### src/rtl/sar_conv_sequencer_if.sv
// SAR core and result-stream signals of the conversion sequencer.
// master = sequencer side, slave = SAR core / result consumer side.
interface sar_conv_sequencer_if;
  logic [1:0] ch_sel;
  logic       sar_cnvst;
  logic       sar_eoc;
  logic [9:0] sar_data;
  logic       out_valid;
  logic       out_ready;
  logic [9:0] out_data;
  logic [1:0] out_ch;

  modport master (
    output ch_sel, sar_cnvst, out_valid, out_data, out_ch,
    input  sar_eoc, sar_data, out_ready
  );

  modport slave (
    input  ch_sel, sar_cnvst, out_valid, out_data, out_ch,
    output sar_eoc, sar_data, out_ready
  );
endinterface

### src/rtl/sar_conv_sequencer.sv
// Round-robin SAR scan sequencer: settles the mux, runs 1/2/4/8 conversions per
// channel, averages them and hands the result out over a valid/ready stream.
module sar_conv_sequencer #(
  parameter int SETTLE_CYCLES = 4,
  parameter int EOC_TIMEOUT   = 63
) (
  input  logic        clk,
  input  logic        rst,
  input  logic        enable,
  input  logic [3:0]  ch_mask,
  input  logic [1:0]  osr_sel,
  input  logic        err_clr,
  sar_conv_sequencer_if.master bus,
  output logic        busy,
  output logic        err_timeout
);

  typedef enum logic [2:0] {
    IDLE, SELECT, SETTLE, START, WAIT_EOC, ACCUM, OUTPUT
  } state_t;

  state_t      state;
  logic [1:0]  last_ch;
  logic [1:0]  osr_q;
  logic [12:0] acc;
  logic [3:0]  smp_cnt;
  logic [7:0]  tmr;
  logic [1:0]  nxt_ch;
  logic [1:0]  idx;
  logic [3:0]  n_smp;

  assign n_smp = 4'd1 << osr_q;

  // Nearest set mask bit after last_ch; scanning far-to-near lets the nearest win.
  always_comb begin
    nxt_ch = last_ch;
    idx    = last_ch;
    for (int k = 4; k >= 1; k--) begin
      idx = last_ch + 2'(k);
      if (ch_mask[idx]) nxt_ch = idx;
    end
  end

  always_ff @(posedge clk) begin
    if (rst) begin
      state         <= IDLE;
      last_ch       <= 2'd3;
      osr_q         <= '0;
      acc           <= '0;
      smp_cnt       <= '0;
      tmr           <= '0;
      busy          <= 1'b0;
      err_timeout   <= 1'b0;
      bus.ch_sel    <= '0;
      bus.sar_cnvst <= 1'b0;
      bus.out_valid <= 1'b0;
      bus.out_data  <= '0;
      bus.out_ch    <= '0;
    end else begin
      bus.sar_cnvst <= 1'b0;
      if (err_clr) err_timeout <= 1'b0;
      case (state)
        IDLE: begin
          if (enable && ch_mask != 4'd0) begin
            state <= SELECT;
            busy  <= 1'b1;
          end
        end
        SELECT: begin
          if (!enable || ch_mask == 4'd0) begin
            state <= IDLE;
            busy  <= 1'b0;
          end else begin
            last_ch    <= nxt_ch;
            bus.ch_sel <= nxt_ch;
            osr_q      <= osr_sel;
            acc        <= '0;
            smp_cnt    <= '0;
            tmr        <= 8'(SETTLE_CYCLES - 1);
            state      <= SETTLE;
          end
        end
        SETTLE: begin
          if (tmr == 8'd0) begin
            state         <= START;
            bus.sar_cnvst <= 1'b1;
          end else begin
            tmr <= tmr - 8'd1;
          end
        end
        START: begin
          tmr   <= 8'(EOC_TIMEOUT - 1);
          state <= WAIT_EOC;
        end
        WAIT_EOC: begin
          if (bus.sar_eoc) begin
            acc     <= acc + 13'(bus.sar_data);
            smp_cnt <= smp_cnt + 4'd1;
            state   <= ACCUM;
          end else if (tmr == 8'd0) begin
            // Set after the err_clr clear above so a coincident timeout wins.
            err_timeout <= 1'b1;
            acc         <= '0;
            smp_cnt     <= '0;
            state       <= SELECT;
          end else begin
            tmr <= tmr - 8'd1;
          end
        end
        ACCUM: begin
          if (smp_cnt < n_smp) begin
            state         <= START;
            bus.sar_cnvst <= 1'b1;
          end else begin
            state         <= OUTPUT;
            bus.out_valid <= 1'b1;
            bus.out_data  <= 10'(acc >> osr_q);
            bus.out_ch    <= bus.ch_sel;
          end
        end
        OUTPUT: begin
          if (bus.out_ready) begin
            bus.out_valid <= 1'b0;
            state         <= SELECT;
          end
        end
        default: begin
          state <= IDLE;
          busy  <= 1'b0;
        end
      endcase
    end
  end

endmodule

### src/flat_wrapper.sv
// flat-port wrapper written by rule: the top's interface ports become plain ports
module sar_conv_sequencer_flat 
#(
  parameter int SETTLE_CYCLES = 4,
  parameter int EOC_TIMEOUT   = 63
)
  (clk, rst, enable, ch_mask, osr_sel, err_clr, busy, err_timeout, bus_ch_sel, bus_sar_cnvst, bus_out_valid, bus_out_data, bus_out_ch, bus_sar_eoc, bus_sar_data, bus_out_ready);
  sar_conv_sequencer_if bus_i ();
  input  logic clk;
  input  logic rst;
  input  logic enable;
  input  logic [3:0] ch_mask;
  input  logic [1:0] osr_sel;
  input  logic err_clr;
  output logic busy;
  output logic err_timeout;
  output wire logic [$bits(bus_i.ch_sel)-1:0] bus_ch_sel;
  output wire logic [$bits(bus_i.sar_cnvst)-1:0] bus_sar_cnvst;
  output wire logic [$bits(bus_i.out_valid)-1:0] bus_out_valid;
  output wire logic [$bits(bus_i.out_data)-1:0] bus_out_data;
  output wire logic [$bits(bus_i.out_ch)-1:0] bus_out_ch;
  input wire logic [$bits(bus_i.sar_eoc)-1:0] bus_sar_eoc;
  input wire logic [$bits(bus_i.sar_data)-1:0] bus_sar_data;
  input wire logic [$bits(bus_i.out_ready)-1:0] bus_out_ready;
  assign bus_ch_sel = bus_i.ch_sel;
  assign bus_sar_cnvst = bus_i.sar_cnvst;
  assign bus_out_valid = bus_i.out_valid;
  assign bus_out_data = bus_i.out_data;
  assign bus_out_ch = bus_i.out_ch;
  assign bus_i.sar_eoc = bus_sar_eoc;
  assign bus_i.sar_data = bus_sar_data;
  assign bus_i.out_ready = bus_out_ready;
  sar_conv_sequencer #(.SETTLE_CYCLES(SETTLE_CYCLES), .EOC_TIMEOUT(EOC_TIMEOUT)) u_core (.clk(clk), .rst(rst), .enable(enable), .ch_mask(ch_mask), .osr_sel(osr_sel), .err_clr(err_clr), .bus(bus_i), .busy(busy), .err_timeout(err_timeout));
endmodule
### config.mk
export PLATFORM = sky130hd
export DESIGN_NAME = sar_conv_sequencer_flat
export DESIGN_NICKNAME = d
export VERILOG_FILES = /design/src/rtl/sar_conv_sequencer_if.sv /design/src/rtl/sar_conv_sequencer.sv /design/src/flat_wrapper.sv
export SDC_FILE = /design/constraint.sdc
export NUM_CORES = 1
export LEC_CHECK = 0
export CAP_MARGIN = 15
export CORE_MARGIN = 2
export CORE_UTILIZATION = 60
export CTS_CLUSTER_DIAMETER = 100
export DETAILED_ROUTE_END_ITERATION = 8
export PLACE_DENSITY = 0.86
export SETUP_SLACK_MARGIN = 0.3
export SYNTH_ARGS = -nofsm -noshare
export SYNTH_HDL_FRONTEND = slang
export SYNTH_SLANG_ARGS = --single-unit
### constraint.sdc
create_clock -name clk -period 4.35 [get_ports clk]
set_input_delay 0.87 -clock clk [delete_from_list [all_inputs] [get_ports clk]]
set_output_delay 0.87 -clock clk [all_outputs]
set_load 0.01 [all_outputs]
# == Yosys cells after proc, flatten, opt, wreduce, memory -nomap -nowiden ==
# Cells that the tools add are included.
# W data, S select, Z words.
# word_totals
out_inout_bits,18
ff_bits,50
inputBits,22
elab_cells,102
# op_classes
add_sub_neg,6
n_eq_ne,14
bitwise,3
n_reduce_logical,18
magnitude_cmp,4
shift,2
n_mux,42
# ops
cell,count
$mux W13,3
$pmux W8 S4,1
$pmux W13 S2,1
$mux W8,3
$pmux W3 S7,1
$mux W3,6
$add A13 B10 Y13,1
$mux W1,13
$shr A13 B2 Y10,1
$mux W4,3
$reduce_and A3 Y1,4
$eq A3 B3 Y1 const B,3
$lt A2 B3 Y1 const B,3
$logic_not A8 Y1,1
$mux W2,4
$ne A2 B2 Y1 const B,4
$pmux W4 S2,1
$reduce_bool A4 Y1,2
$sub A8 B1 Y8 const B,1
$bmux W1 S2,3
$eq A3 B2 Y1 const B,2
$ne A2 B1 Y1 const B,3
$reduce_or A5 Y1,1
$add A2 B2 Y2 const B,2
other kinds (17),22

# == Logic depth before layout (Yosys ltp) ==
# logic_depth
word_depth,6
depth_mapped,12
mapped_depth_nobuf,9

# == Worst setup path before layout ==
# Ideal clock, no wire load.
# synth_timing
kind,input-to-reg
startpoint,in bus_sar_data[0]
endpoint,reg u_core.acc[12]
slack_ns,1.688
arrival_time_ns,2.592
required_time_ns,4.280
n_path_buf,0
setup_ns,0.070
cell_stages,9
path_cell_list,ha_1 -> inv_1 -> fa_1 -> nand2b_1 -> a21oi_1 -> o2111ai_1 -> and2_1 -> or3_1 -> a21oi_1
# synth_via
elab_chain_cells,3
# synth_rtl
element,line_no,text
start: declaration,flat_wrapper.sv:23,input wire logic [$bits(bus_i.sar_data)-1:0] bus_sar_data;
$add A13 B10 Y13,sar_conv_sequencer.sv:97,acc <= acc + 13'(bus.sar_data);
$mux W13,sar_conv_sequencer.sv:96,if (bus.sar_eoc) begin
$pmux W13 S2,sar_conv_sequencer.sv:62,case (state)
end signal: assignment,sar_conv_sequencer.sv:97,
end: declaration,sar_conv_sequencer.sv:25,logic [12:0] acc;
# No other way between the ends.
# A chain may end at the register's enable or synchronous reset.

# == Final worst setup path ==
# layout_timing
startpoint,in ch_mask[1]
endpoint,reg u_core.acc[11]
# layout_via
elab_chain_cells,4
# layout_rtl
element,line_no,text
start: declaration,flat_wrapper.sv:12,input logic [3:0] ch_mask;
$logic_not A4 Y1,sar_conv_sequencer.sv:70,if (!enable || ch_mask == 4'd0) begin
$logic_or A1 B1 Y1,sar_conv_sequencer.sv:70,
$ne A2 B2 Y1 (no line),n/a,
$reduce_and A3 Y1 (no line),n/a,
# No other way between the ends.

==> impl_metrics.csv <==
group,metric,value,unit
logic_synthesis,syn-cell-area,3131,µm²
global_routing,antenna_found_initial,0,
clocking,clock_tree.buffer_depth,2,
placed_design,io_buffers,39,
setup_path,rrSetupSlack,1.38,ns
setup_path,path_class,"in2reg",
clocking,cts_sinks,50,
logic_synthesis,synth_fp_nets,400,
global_routing,grt_usage,26.46,%
setup_path,required,4.56,ns
timing,worst_pin_slew,0.9353,ns
floorplanning,initial_core_util,61.69,%
setup_path,regToRegStartpoint,"u_core.osr_q[0]",
logic_synthesis,synthArstFlopShare,0,%
clocking,h-tree-depth,2,
hold_path,worstHoldPathType,"reg2reg",
clocking,cts_resized,0,
drt,drt_iter0_drc,259,
global_routing,grt_pass1_wl,12.75,mm
setup_path,endpoint_kind,"flop",
timing,hold_ws,0.4600,ns
finish,instances_no_fill,462,
timing,finalCriticalPeriod,3.140,ns
clocking,cts-root-buf,"clkbuf_8",
power_and_ir_drop,total_power,950.0,µW
timing,timing.slew.headroom,37.53,%
setup_path,start_kind,"primary input",
placed_design,dp_cells,454,
global_routing,grt_max_degree,51,
clocking,clk_latency,0.32,ns
setup_path,rr_endpoint,"u_core.bus.out_data[9]",
floorplanning,pin_count,40,
drt,vias_per_cell,6.061,
global_routing,grt_overflow,0,
finish,area_delta_synth_final,16.27,%
logic_synthesis,ys_seq_area_share,31.97,%
drt,first_pass_iters,4,
hold_path,min_to,"u_core.bus.out_valid",
placed_design,dp_hpwl,5.076,mm
timing,finClkSkew,0.009064,ns
floorplanning,dieArea,5811,µm²
logic_synthesis,ys_top_cells_by_area,"dfxtp_1 32%, mux4_2 7.2%, nor2_1 6.6%, ha_1 6.4%, a21oi_1 5.8%",
timing,rsz0062_at_grt,"no",
floorplanning,row_count,26,
setup_path,r2r_cells,8,
logic_synthesis,yosysWarnings,0,
timing,final.setup.worst_slack,1.210,ns
timing,drv_slew,0,
timing,setup_viol,0,
logic_synthesis,synth_edf_count,0,
finish,drive_gt1_share,8.673,%
hold_path,hold_start,"u_core.bus.out_valid",
clocking,cts_hold_buf,0,
clocking,cts_made_buffers,5,
power_and_ir_drop,p_leak,1.387,nW
drt,vias,2800,
drt,wire_per_inst,15.63,µm
setup_path,worstPathArrival,3.35,ns
drt,wl,7.223,mm
logic_synthesis,synth_top_cell_by_area,"dfxtp_1",
finish,final_common_cell,"nor2_1",
clocking,postCtsSetupRepairBufs,0,
logic_synthesis,yosys.area.top_type_share,31.97,%
logic_synthesis,synth_ff_type,"dfxtp_1",
floorplanning,die_w,76.23,µm
floorplanning,die_y,76.23,µm
hold_path,min_path_cells,2,
clocking,cts.clk_slew.worst_paths,0.09,ns
finish,n_antenna_cell,0,
drt,drtAntennaViolNets,0,
timing,hold_violations,0,
power_and_ir_drop,powerDensity,261.0,nW/µm²
global_routing,grt_pass1_vias,2664,
logic_synthesis,ys_seq_elements,50,
finish,layout_common_cells,"55 x nor2_1, 50 x dfxtp_1, 39 x clkdlybuf4s50_1, 36 x a21oi_1, 27 x nand2_1",
placed_design,gp_congestion,0.9225,
drt,drc_errors,0,
timing,max_freq,318.4,MHz
job,drv_cap,0,
logic_synthesis,avgSynthCellArea,8.672,µm²
floorplanning,core_area,5075,µm²
logic_synthesis,netlist_instances,361,
placed_design,dp_slack,0.8944,ns
finish,finish.net_count,430,
logic_synthesis,ys_types,65,
power_and_ir_drop,irDropWorstVdd,0.0001532,V
timing,fin_setup_tns,0,ns
clocking,cts_tree,"yes",
setup_path,worstPathMaxFanout,15,
timing,min_period_over_period,72.19,%
outcome,status,"complete, no violations",
==> how the worst max path moves through the flow <==
stage	start	endpoint	slack (ns)	cells after the start
2_1_floorplan	bus_sar_data[0]	u_core.acc[12]	1.69	9
3_3_place_gp	ch_mask[1]	u_core.acc[11]	0.94	8
3_5_place_dp	ch_mask[1]	u_core.acc[11]	0.89	8
4_1_cts	ch_mask[1]	u_core.acc[11]	1.24	8
5_1_grt	ch_mask[1]	u_core.acc[11]	1.01	8
6_report	ch_mask[1]	u_core.acc[11]	1.21	8
==> metrics by stage <==
step / cell area (µm²) / utilization [%]
6_report: 3640 / 71.72
5_1_grt: 3640 / 71.72
4_1_cts: 3640 / 71.72
3_5_place_dp: 3541 / 69.77
3_3_place_gp: 3541 / 69.77
2_1_floorplan: 3131 / -
==> state kept, by name (all words and copies together), names as in the netlist <==
register and count:
u_core.acc 13, u_core.bus.out_data 10, u_core.tmr 8, u_core.smp_cnt 4, u_core.state 3, u_core.bus.ch_sel 2
u_core.bus.out_ch 2, u_core.last_ch 2, u_core.osr_q 2, u_core.bus.out_valid 1, u_core.bus.sar_cnvst 1, u_core.busy 1
u_core.err_timeout 1
==> kinds of logic after synthesis <==
family                     Yosys count  synth area share (%)
and+or+nand+nor                    131                 21.58
AOI/OAI and AO/OA                  101                 21.66
DFF                                 50                 31.97
buffers and inverters               31                 4.196
muxes                               22                 11.03
adders and majority gates           17                 7.034
xor gates and xnor gates             9                 2.518
==> metal layers <==
layer	track usage [%]	up-vias	share of wire [%]	routed length, µm
met3	4.739	8	5.6	401
met4	6.364	0	1.0	72
li1	-	1390	-	-
met5	0	-	0	0
met1	35.29	1307	44	3152
met2	44.78	95	50	3596
==> cell usage after synthesis, types with 3 or more instances <==
| master | number |
|---|---|
| a211oi_1 | 5 |
| a21oi_1 | 36 |
| a22oi_1 | 9 |
| buf_2 | 6 |
| clkbuf_1 | 9 |
| dfxtp_1 | 50 |
| ha_1 | 16 |
| inv_1 | 13 |
| mux2i_1 | 12 |
| mux4_2 | 10 |
| nand2_1 | 27 |
| nand2b_1 | 9 |
| nand3_1 | 5 |
| nand3b_1 | 4 |
| nor2_1 | 55 |
| nor3_1 | 3 |
| nor4b_1 | 3 |
| o21ai_0 | 12 |
| o21ai_1 | 7 |
| o21bai_1 | 3 |
| xnor2_1 | 7 |
==> critical path: stages <==
cell and delay [ns]:
clkdlybuf4s50_1 0.52, o41ai_2 0.42, nor4_2 0.06, buf_4 0.20
a211oi_2 0.79, nor4b_1 0.15, a211oi_1 0.27, nand2_1 0.07
==> report_power, final <==
part	internal [mW]	switching (mW)
sequential	0.467	0.0197
combinational	0.0760	0.0912
clock	0.131	0.165
total	0.674	0.276
==> area by class of cell <==
cell class / count / area [µm²]
inverter: 13 / 48.80
multi-input combinational: 280 / 1998
timing repair buffer: 41 / 405.4
clock inverter: 2 / 16.27
clock buffer: 6 / 82.58
sequential: 50 / 1001
fill: 408 / 1435
tap: 70 / 87.58
(Power assumes the default switching activity.)
